<file path="src/rtl/mips32_pkg.sv">
// rtl/mips32_pkg.sv - shared datapath constants, skid-buffer states and width helper
package mips32_pkg;

    localparam int WORD_W = 32;

    typedef enum logic [1:0] {
        ST_EMPTY = 2'd0,
        ST_ONE   = 2'd1,
        ST_TWO   = 2'd2
    } skid_state_t;

    // Select width for an N-way mux; a 1-input or 2-input mux still needs one bit.
    function automatic int clog2_min1(input int n);
        return (n < 2) ? 1 : $clog2(n);
    endfunction

endpackage

</file>
<file path="src/rtl/mux_n_comb.sv">
// rtl/mux_n_comb.sv - combinational N-way word selector with out-of-range flag
module mux_n_comb #(
    parameter int WIDTH  = 32,
    parameter int NUM_IN = 4,
    parameter int SEL_W  = 2
) (
    input  logic [NUM_IN*WIDTH-1:0] in_data,
    input  logic [SEL_W-1:0]        in_sel,
    output logic [WIDTH-1:0]        word,
    output logic                    err
);

    // A select that matches no input yields a zero word with err raised.
    always_comb begin
        word = '0;
        err  = 1'b1;
        for (int k = 0; k < NUM_IN; k++) begin
            if (in_sel == SEL_W'(k)) begin
                word = in_data[k*WIDTH +: WIDTH];
                err  = 1'b0;
            end
        end
    end

endmodule

</file>
<file path="src/rtl/mux_n_pipe.sv">
// rtl/mux_n_pipe.sv - registered N-way selector with valid/ready and 2-entry skid buffer
module mux_n_pipe
    import mips32_pkg::*;
#(
    parameter int  WIDTH  = WORD_W,
    parameter int  NUM_IN = 4,
    localparam int SEL_W  = clog2_min1(NUM_IN)
) (
    input  logic                    clk,
    input  logic                    rst_n,
    input  logic                    flush,
    input  logic                    in_valid,
    output logic                    in_ready,
    input  logic [NUM_IN*WIDTH-1:0] in_data,
    input  logic [SEL_W-1:0]        in_sel,
    output logic                    out_valid,
    input  logic                    out_ready,
    output logic [WIDTH-1:0]        out_data,
    output logic                    out_err
);

    skid_state_t      state_q, state_d;
    logic [WIDTH-1:0] sel_word, main_word_q, skid_word_q;
    logic             sel_err, main_err_q, skid_err_q;
    logic             accept, consume;
    logic             load_main, load_skid, main_from_skid;

    mux_n_comb #(
        .WIDTH  (WIDTH),
        .NUM_IN (NUM_IN),
        .SEL_W  (SEL_W)
    ) u_sel (
        .in_data (in_data),
        .in_sel  (in_sel),
        .word    (sel_word),
        .err     (sel_err)
    );

    // Both handshake outputs come from the state register only, so in_ready
    // never depends combinationally on out_ready.
    assign in_ready  = (state_q != ST_TWO);
    assign out_valid = (state_q != ST_EMPTY);
    assign out_data  = main_word_q;
    assign out_err   = main_err_q;

    assign accept  = in_valid && in_ready;
    assign consume = out_valid && out_ready;

    always_comb begin
        state_d        = state_q;
        load_main      = 1'b0;
        load_skid      = 1'b0;
        main_from_skid = 1'b0;
        if (flush) begin
            state_d = ST_EMPTY;
        end else begin
            case (state_q)
                ST_EMPTY: begin
                    if (accept) begin
                        state_d   = ST_ONE;
                        load_main = 1'b1;
                    end
                end
                ST_ONE: begin
                    if (accept && consume) begin
                        load_main = 1'b1;
                    end else if (accept) begin
                        state_d   = ST_TWO;
                        load_skid = 1'b1;
                    end else if (consume) begin
                        state_d = ST_EMPTY;
                    end
                end
                ST_TWO: begin
                    if (consume) begin
                        state_d        = ST_ONE;
                        main_from_skid = 1'b1;
                    end
                end
                default: state_d = ST_EMPTY;
            endcase
        end
    end

    always_ff @(posedge clk or negedge rst_n) begin
        if (!rst_n) begin
            state_q     <= ST_EMPTY;
            main_word_q <= '0;
            main_err_q  <= 1'b0;
            skid_word_q <= '0;
            skid_err_q  <= 1'b0;
        end else begin
            state_q <= state_d;
            if (load_main) begin
                main_word_q <= sel_word;
                main_err_q  <= sel_err;
            end else if (main_from_skid) begin
                main_word_q <= skid_word_q;
                main_err_q  <= skid_err_q;
            end
            if (load_skid) begin
                skid_word_q <= sel_word;
                skid_err_q  <= sel_err;
            end
        end
    end

endmodule
</file>
<file path="config.mk">
export PLATFORM = sky130hd
export DESIGN_NAME = mux_n_pipe
export DESIGN_NICKNAME = d
export VERILOG_FILES = /design/src/rtl/mips32_pkg.sv /design/src/rtl/mux_n_comb.sv /design/src/rtl/mux_n_pipe.sv
export SDC_FILE = /design/constraint.sdc
export NUM_CORES = 1
export LEC_CHECK = 0
export CAP_MARGIN = 10
export CORE_UTILIZATION = 38
export DETAILED_ROUTE_END_ITERATION = 12
export HOLD_SLACK_MARGIN = 0.05
export PLACE_DENSITY = 0.88
export SYNTH_ARGS = -nofsm -noshare
export SYNTH_HDL_FRONTEND = slang
export SYNTH_SLANG_ARGS = --single-unit
export TNS_END_PERCENT = 20
</file>
<file path="constraint.sdc">
create_clock -name clk -period 1.6 [get_ports clk]
set_input_delay 0.32 -clock clk [delete_from_list [all_inputs] [get_ports clk]]
set_output_delay 0.32 -clock clk [all_outputs]
set_load 0.01 [all_outputs]
</file>
==> metrics.md, run 1 <==
| Metric | Value |
|---|---|
| Status | complete, but fails checks |
| Failing checks | negative setup slack |
| M1 WL | 3755 µm |
| Met2 wire length | 5780 µm |
| GRT Util Overall | 0.2014 |
| Slowest stage delay, CP | 0.40 ns |
| Peak supply drop | 0.0004505 V |
| Final period util | 1.059 |
| Setup_tns | -2.386 ns |
| Clk_lat worst skew | 0.33 ns |
| RSZ-0062 raised after global routing | true |
| Synth Register Bits | 68 |
| WL/cell | 18.62 µm |
| Final net count | 551 |
| Final min period | 1.695 ns |
| Uppermost layer routed | met4 |
| Cts bufs inserted | 9 |
| Area Growth Syn to Fin | 57.30% |
| Final WS setup | -0.09494 ns |
| Routed Antenna Nets | 0 |
| Yosys top cell area share | 0.4217 |
| Syn Area/Cell | 17.47 µm² |
| Final worst clock skew | 0.007994 ns |
| CP max FO | 8 |
| Worst slew margin relative to its limit | 0.8005 |
| Vias in the first global route | 3424 |
| Place WS | -0.5657 ns |
| Clock slew at reported path FFs | 0.07 ns |
| Peak Freq | 590.0 MHz |
| Hold path cells | 2 |
| Yosys warning count | 0 |
| Violation count after the first detailed-routing iteration | 53 |
| Worst-Margin Slew | 0.2993 ns |
| Post-synth EDFFs | 0 |
| Worst EP arrival | 1.92 ns |
| CP Class | flop to flop |
| Hold Fails Final Rpt | 0 |
| DR WL met3 | 535 µm |
| R2R cell count | 5 |
| I/O Pins | 170 |
| Register area share after synthesis | 0.4217 |
| DRT Pass-1 Iters | 6 |
| Wirelength, routed | 10350 µm |
| Rows | 37 |
| Drt drc | 0 |
| H-tree levels | 3 |
| Critical Path Source Type | flop |
| Die Wd | 105.0 µm |
| FF-to-FF setup slack | -0.09 ns |
| LEAKAGE | 2.890 nW |
| Port-buffer cells | 169 |
| Pwr Total | 6.051 mW |
| Mapped Cells | 231 |
| CTS tree | done |
| Largest net degree at the start of global routing | 33 |
| Req. time, crit path | 1.82 ns |
| Hold Path End | state_q[1] |
| First-pass GRT wire length | 17010 µm |
| GR Overflow Total | 0 |
| Most common library cells after synthesis | dfrtp_1, mux2_4, mux2_2 |
| Via/cell ratio | 5.192 |
| Clk buf depth | 2 |
| CP Cell Sequence | and4bb_4 > buf_12 > buf_12 > mux2_4 > mux2_4 |
| Core box area | 10320 µm² |
| Post-synth top flop | dfrtp_1 |
| Antenna diodes | 0 |
| Worst R2R Start | state_q[0] |
| Maximum capacitance violations | 0 |
| Die height | 105.0 µm |
| DP HPWL | 7704 µm |
| Reg2Reg Capture Point | out_data[15] |
| RD Place Congestion | 0.6810 |
| Full die area | 11030 µm² |
| Yosys cell types | 22 |
| # setup viols final | 33 |
| Post-synth ARST share | 1.000 |
| Most common cell in the netlist | dfrtp_1 |
| Share of layout cells above drive strength 1 | 0.3976 |
| Num Clock Sinks | 68 |
| Max-slew violations | 0 |
| Initial antenna violation count | 0 |
| Hold Crit Start | flush |
| CP endpoint kind | flop |
| Worst hold path class | input pin to flop |
| Total number of vias | 2887 |
| Post-synth top area cell | dfrtp_1 |
| Syn Nets | 366 |
| CP max-delay cell | dfrtp_1 |
| CTS Root Cell | clkbuf_8 |
| Top area cells in the synthesized netlist | dfrtp_1, mux2_4, mux4_2 |
| Mapped Area | 4035 µm² |
| Starting Density | 0.3909 |
| PwrDens | 953.2 nW/µm² |
registers in the layout (all words and copies together), names as in the netlist:
name         flops
out_data        32
skid_word_q     32
out_err          1
state_q          2
skid_err_q       1
cells by family after synthesis:
family                 after synthesis  share of synthesized area
AOI/OAI and AO/OA                    3                   0.005581
DFF                                 68                     0.4217
buffers and inverters               18                    0.04031
muxes                              130                     0.5132
and+or+nand+nor                     12                    0.01923
cells in the final DEF (no fill, tap or decap), drive strengths merged, types with 2 or more instances in the layout:
| cell type | instances |
|---|---|
| nand2 | 2 |
| clkdlybuf4s50 | 140 |
| mux2 | 97 |
| dlygate4sd2 | 6 |
| mux4 | 32 |
| clkbuf | 14 |
| nand2b | 2 |
| buf | 27 |
| dlymetal6s2s | 18 |
| and2 | 2 |
| dfrtp | 68 |
per-stage QoR:
stage	cells	utilization	hold slack, ns	area, µm²
after floorplan	231	-	0.02441	4035
after global placement	533	0.5777	0.2280	5964
after detailed placement	533	0.5777	0.2295	5964
after CTS	556	0.6119	0.3705	6317
after global routing	556	0.6148	0.3765	6347
final	556	0.6148	0.3750	6347
cell type report:
type | instances | area [µm²]
fillers | 793 | 3976
flip-flops and latches | 68 | 1702
clock buffers | 14 | 172.7
well taps | 136 | 170.2
repair buffers | 192 | 2071
clock inverters | 1 | 30.03
multi-input cells | 145 | 2202
metal layers:
layer / vias to the layer above / GRT usage
met3: 26 / 0.04554
met1: 1483 / 0.2159
met4: 0 / 0.08451
li1: 1265 / -
met2: 113 / 0.3775
met5: - / 0
worst max-delay path: cells and delay by family, from the launching register on:
| family | cells | cell delay [ns] |
|---|---|---|
| buffers and inverters | 2 | 0.27 |
| DFF | 1 | 0.40 |
| and+or+nand+nor | 1 | 0.35 |
| muxes | 2 | 0.57 |
worst max path at each step:
stage	startpoint	end	slack (ns)	cells past startpoint
after floorplan	state_q[0]	out_data[15]	0.01	5
after global placement	flush	out_data[1]	-0.48	5
after detailed placement	flush	out_data[0]	-0.57	5
after CTS	state_q[0]	out_data[5]	-0.12	5
after global routing	state_q[0]	out_data[15]	-0.13	5
final	state_q[0]	out_data[15]	-0.09	5
report_power, final:
part,internal [mW],switching (mW)
sequential,2.19,0.269
combinational,1.51,0.624
clock,0.842,0.612
total,4.55,1.50
repair_timing:
item	in CTS	in global routing
hold endpoints to repair	20	0
gates resized for setup	25	24
hold buffers	1	0
setup endpoints to repair	39	55
cloned	3	0
buffers inserted	4	2
pin swaps	1	1
No activity file was read; power rests on OpenSTA's default activity.
==> run 2, diff against run 1 <==
Settings changed: PLACE_DENSITY 0.88 to 0.77, SYNTH_HIERARCHICAL set to 1.
==> run 2 against run 1 <==
Against the previous run:
- the run now ends clean
- non-clock buffer count down 4
- flip-flop and latch count unchanged
- critical path depth unchanged
- total power down 4.5%
- combinational power down 15%
- final cell count down 0.36%
- first-iteration DRC count up 77%
- largest cell class is now non-clock buffers
==> metrics.md, run 2 <==
| Metric | Value |
|---|---|
| Status | completed |
| Post-synth EDFFs | 0 |
| GRT Util Overall | 0.2049 |
| Place WS | -0.6814 ns |
| Violation count after the first detailed-routing iteration | 94 |
| Reg2Reg Capture Point | out_data[21] |
| Critical Path Source Type | flop |
| Full die area | 10340 µm² |
| Wirelength, routed | 10100 µm |
| Syn Area/Cell | 15.93 µm² |
| Clk buf depth | 2 |
| Share of layout cells above drive strength 1 | 0.2589 |
| Port-buffer cells | 169 |
| Drt drc | 0 |
| Mapped Area | 3776 µm² |
| GR Overflow Total | 0 |
| DRT Pass-1 Iters | 4 |
| RSZ-0062 raised after global routing | true |
| Total number of vias | 2915 |
| Final worst clock skew | 0.006369 ns |
| Filler Cell Count | 749 |
| Register area share after synthesis | 0.4506 |
| Storage cell area | 1703 µm² |
| Cts bufs inserted | 9 |
| Post-synth top flop | dfrtp_1 |
| Mapped Cells | 237 |
| Main combinational cell family by area after synthesis | multiplexers |
| CP max FO | 17 |
| Yosys cell types | 25 |
| Final net count | 551 |
| Synth Area in Compound Gates | 0.09543 |
| PwrDens | 957.2 nW/µm² |
| Yosys warning count | 6 |
| I/O Pins | 170 |
| Dpl cells | 530 |
| Hold path cells | 2 |
| Post-synth ARST share | 1.000 |
| Die height | 101.7 µm |
| Max-slew violations | 0 |
| Starting Density | 0.3899 |
| CP Cell Sequence | buf_6 > and4bb_4 > a21oi_4 > buf_12 > a221o_1 |
| Initial antenna violation count | 0 |
| Vias in the first global route | 3174 |
| WL/cell | 18.23 µm |
| First-pass GRT wire length | 15950 µm |
| R2R cell count | 5 |
| Num Clock Sinks | 68 |
| Final WS setup | 0.03803 ns |
| Slowest stage delay, CP | 0.41 ns |
| DP HPWL | 6810 µm |
| Hold Fails Final Rpt | 0 |
| Core box area | 9684 µm² |
| Req. time, crit path | 1.82 ns |
| Maximum capacitance violations | 0 |
| Most common library cells after synthesis | dfrtp_1, and2_1, a221o_1 |
| Peak Freq | 640.2 MHz |
| Post-synthesis mux area share | 0.3237 |
| CP max-delay cell | dfrtp_1 |
| Rows | 36 |
| FF-to-FF setup slack | 0.04 ns |
| Buf/Inv on CP | 2 |
| Commonest non-fill, non-tap cell in the layout | clkdlybuf4s50_1 |
| Clk_lat worst skew | 0.34 ns |
| Most common cell in the netlist | dfrtp_1 |
| Die Wd | 101.7 µm |
| Synth Register Bits | 68 |
| Area Growth Syn to Fin | 59.87% |
| Yosys top cell area share | 0.4506 |
| Hold Crit Start | out_ready |
| Top delay family on crit path | flip-flops |
| Final period util | 0.9762 |
| CP Class | flop to flop |
| Final min period | 1.562 ns |
| LEAKAGE | 2.894 nW |
| Worst hold path class | input pin to flop |
| Routed Antenna Nets | 0 |
| Commonest non-fill, non-tap cells in the layout | clkdlybuf4s50_1, dfrtp_1, and2_1, a221o_1 |
| Worst R2R Start | state_q[0] |
| Post-synth top area cell | dfrtp_1 |
| # setup viols final | 0 |
| Adder-Cell Fraction of Synth Area | 0 |
| Pwr Total | 5.778 mW |
| H-tree levels | 3 |
| Post-synthesis simple-gate area fraction | 0.07654 |
| RD Place Congestion | 0.7034 |
| Clock slew at reported path FFs | 0.07 ns |
| CTS Root Cell | clkbuf_8 |
| Post-Synth XOR/XNOR Area | 0 |
| Finished Layout Cells | 554 |
| Largest net degree at the start of global routing | 38 |
| Peak supply drop | 0.0005038 V |
| Top area cells in the synthesized netlist | dfrtp_1, mux4_2, mux2_4 |
| Syn Nets | 372 |
| Hold Path End | state_q[1] |
| Antenna diodes | 0 |
| Multi-input gate area | 1916 µm² |
| Via/cell ratio | 5.262 |
| CTS tree | done |
| CP endpoint kind | flop |
| Worst EP arrival | 1.78 ns |
[run 2: layout make-up]
type	instances	area share
timing repair buffer	188	0.3372
clock buffer	11	0.02342
tap	133	0.02756
clock inverter	5	0.01244
sequential	68	0.2821
multi-input combinational	149	0.3173
[run 2: through the flow]
stage               TNS [ns]    util  cell area [µm²]  hold slack [ns]
CTS                        0  0.6099             5907           0.4708
detailed placement    -32.75  0.5796             5613           0.2912
global placement      -27.68  0.5796             5613           0.2823
finish                     0  0.6234             6037           0.3081
floorplan                  0       -             3776          0.02441
global route        -0.03151  0.6234             6037           0.3186
[run 2: kinds of logic (layout without fill, tap and decap cells)]
kind of cell / after synthesis / in the layout
AO/OA/AOI/OAI: 37 / 38
buffers and inverters: 21 / 204
flip-flops: 68 / 68
multiplexers: 66 / 66
other: 1 / 1
AND/OR/NAND/NOR: 44 / 44
[run 2: worst register-to-register path: stages, from the launching register on]
cell and delay (ns):
dfrtp_1 0.41, buf_6 0.14, and4bb_4 0.38, a21oi_4 0.05, buf_12 0.16, a221o_1 0.31
[run 2: worst max-delay path by stage]
stage / cells after the start / endpoint / from
after global placement: 4 / out_data[23] / flush
after global routing: 5 / out_data[10] / state_q[0]
final: 5 / out_data[21] / state_q[0]
after CTS: 1 / out_data[18] / out_data[18]
after floorplan: 4 / out_data[10] / in_sel[0]
after detailed placement: 4 / out_data[21] / flush
[run 2: routing by layer]
layer	up-vias	wire, µm	global-route usage
li1	1301	-	-
met1	1494	4286	0.2581
met2	108	5094	0.3488
met3	12	571	0.04555
met4	0	145	0.06800
met5	-	0	0
[run 2: where the power goes]
part,internal (mW),total (mW),leakage (nW),switching [mW]
clock network,0.913,1.54,0.113,0.627
registers,2.19,2.44,0.838,0.249
logic,1.24,1.80,1.94,0.559
[run 2: timing repair]
| item | CTS | global route |
|---|---|---|
| pin swaps | 0 | 0 |
| cloned | 1 | 1 |
| setup endpoints to repair | 39 | 62 |
| hold buffers | 1 | 0 |
| endpoints found under the hold margin | 31 | 0 |
| setup buffers | 4 | 2 |
| gates resized for setup | 14 | 34 |
==> RTL change (settings of run 2) <==
Make the reset (`rst_n`) synchronous in one clocked block.
--- a/src/rtl/mux_n_pipe.sv
+++ b/src/rtl/mux_n_pipe.sv
@@ -83,5 +83,5 @@
     end
 
-    always_ff @(posedge clk or negedge rst_n) begin
+    always_ff @(posedge clk) begin
         if (!rst_n) begin
             state_q     <= ST_EMPTY;
Formal check against the unedited RTL: differs if rst_n is asserted again (counterexample within 4 cycles, from zero or initial values and one cycle with rst_n low); with rst_n held inactive, the same outputs for 10 cycles.
==> RTL change against run 2 <==
  * Sequential share of layout area fell by 5.7 points
  * Combinational power fell by 40%
  * Clock power decreased by 12%
  * Power fell by 27%
  * Via count increased by 30%
  * Synthesized area is 6.3% higher
  * Global-route usage grew 0.67 points
  * Design area up 0.66%
  * Worst setup slack improved by 3.1 ps
  * Critical path depth fell by 4
  * Sequential cell count did not move
  * Routed wire length grew 12%
  * Worst hold slack better by 73 ps
  * Critical endpoint is now out_data[1]
  * Highest routed layer unchanged
==> RTL change: results (changes against run 2) <==
The flow ran to the end, and the final reports show no timing, DRC or antenna violations. For the post-cts gate resize count, the log shows 5 (-9). The worst setup slack before clock tree synthesis was -229 ps (+453 ps). Ranked by instance count, the synthesized netlist is headed by dfxtp_1, nand2_1. The logs give 0.0462 (+0.000615) for the global-route met3 utilization and 7.37 ps (+0.998 ps) for the final setup skew. The most used flip-flop cell after synthesis is dfxtp_1.

The first-pass GRT wire length was 18500 µm (+16%). The depth of the most critical reg-to-reg path was 4 (-1). In this design, the largest share of critical-path delay is due to buffers and inverters. The worst register-to-register path ends at skid_err_q$_SDFFE_PN0P_. In this run the most critical hold path is launched from rst_n. The number of library cell types mapped by synthesis is 30 (+20%). For the fraction of met2 tracks used by global routing, the log shows 0.384 (+0.0354). For the number of nets in the layout, the log shows 684 (+24%). The number of cells on the worst hold path was 3 (+1).

For the overall routing resource usage, the log shows 0.212 (+0.00673). The compound-cell area share of the yosys netlist works out to 0.267 (+0.172). The worst voltage drop across the vdd grid is 473 µV (-6.1%), and the multiplexer fraction of the synthesized cell area is 0.184 (-0.140). The synthesized area divided by synthesized cell count came out at 10.1 µm² (-37%). The startpoint identified for the worst register-to-register timing path is state_q[1]$_SDFFE_PP0P_. For the buffer count from post-CTS setup fixing, the log shows 0 (-4). The share of flip-flops with an asynchronous set or reset is 0 (-1.00). For the data arrival time of the critical path, the log shows 1240 ps (-540 ps). The logs give 532 (+43%) for the net count after synthesis and 803 µm (+41%) for the total met3 wirelength after detailed routing. The global-route met1 utilization is 0.244 (-0.0146). The part of the Yosys area used for sequential elements came out at 0.339 (-0.111). Total via count in the routed design: 3787 (+30%).

The tools report the sum of routed wire segments on met1 as 4520 µm (+5.5%). After synthesis, the cell types taking the most area are dfxtp_1, mux4_2, o31ai_2. Layout cell share with drive strength beyond 1: 0.197 (-0.0622).

For the detailed-placement wirelength estimate, the log shows 7920 µm (+16%). Peak fanout along the critical path: 2 (-15). The slowest cell on the critical path was clkdlybuf4s50_1. The post-layout instance count excluding filler cells is 690 (+25%). The placed instance count came out at 674 (+27%). The total placed instance area is 5860 µm² (+4.4%), and the largest net degree at the start of global routing is 35 (-7.9%). The tools report the met2 wire length as 5840 µm (+15%).

The post-detailed-route wirelength per cell works out to 16.4 µm (-10%). The longest individual stage delay on the worst path came out at 570 ps (+160 ps). The initial DRC count was 111 (+18%); the portion of the clock cycle consumed by the worst path in the final layout was 0.974 (-0.00192). The run gives 2.15 nW (-26%) as the static leakage power.
-- RTL change: cell count changes in the layout (fill, tap and decap cells not counted), moves of 20 or more --
cell / before / now
a221o_1: 33 / 0
and2_1: 33 / 0
clkdlybuf4s50_1: 132 / 154
a31oi_1: 0 / 33
dlymetal6s2s_1: 30 / 10
mux2_4: 30 / 0
nand2_1: 1 / 68
dfrtp_1: 67 / 0
o21ai_0: 0 / 33
o31ai_2: 0 / 31
dfxtp_1: 0 / 66
a21boi_0: 0 / 33
nand3_1: 0 / 33
-- RTL change: layout make-up --
class / count / area [µm²]
clock inverters: 5 / 52.6
repair buffers: 188 / 2010
flip-flops and latches: 68 / 1370
multi-input cells: 282 / 2350
fillers: 870 / 4200
clock buffers: 11 / 131
well taps: 136 / 170
-- RTL change: power breakdown --
part / switching [W] / internal [W] / total (W)
sequential: 0.0000408 / 0.00176 / 0.00180
combinational: 0.000411 / 0.000665 / 0.00108
clock: 0.000633 / 0.000713 / 0.00135
total: 0.00108 / 0.00314 / 0.00422
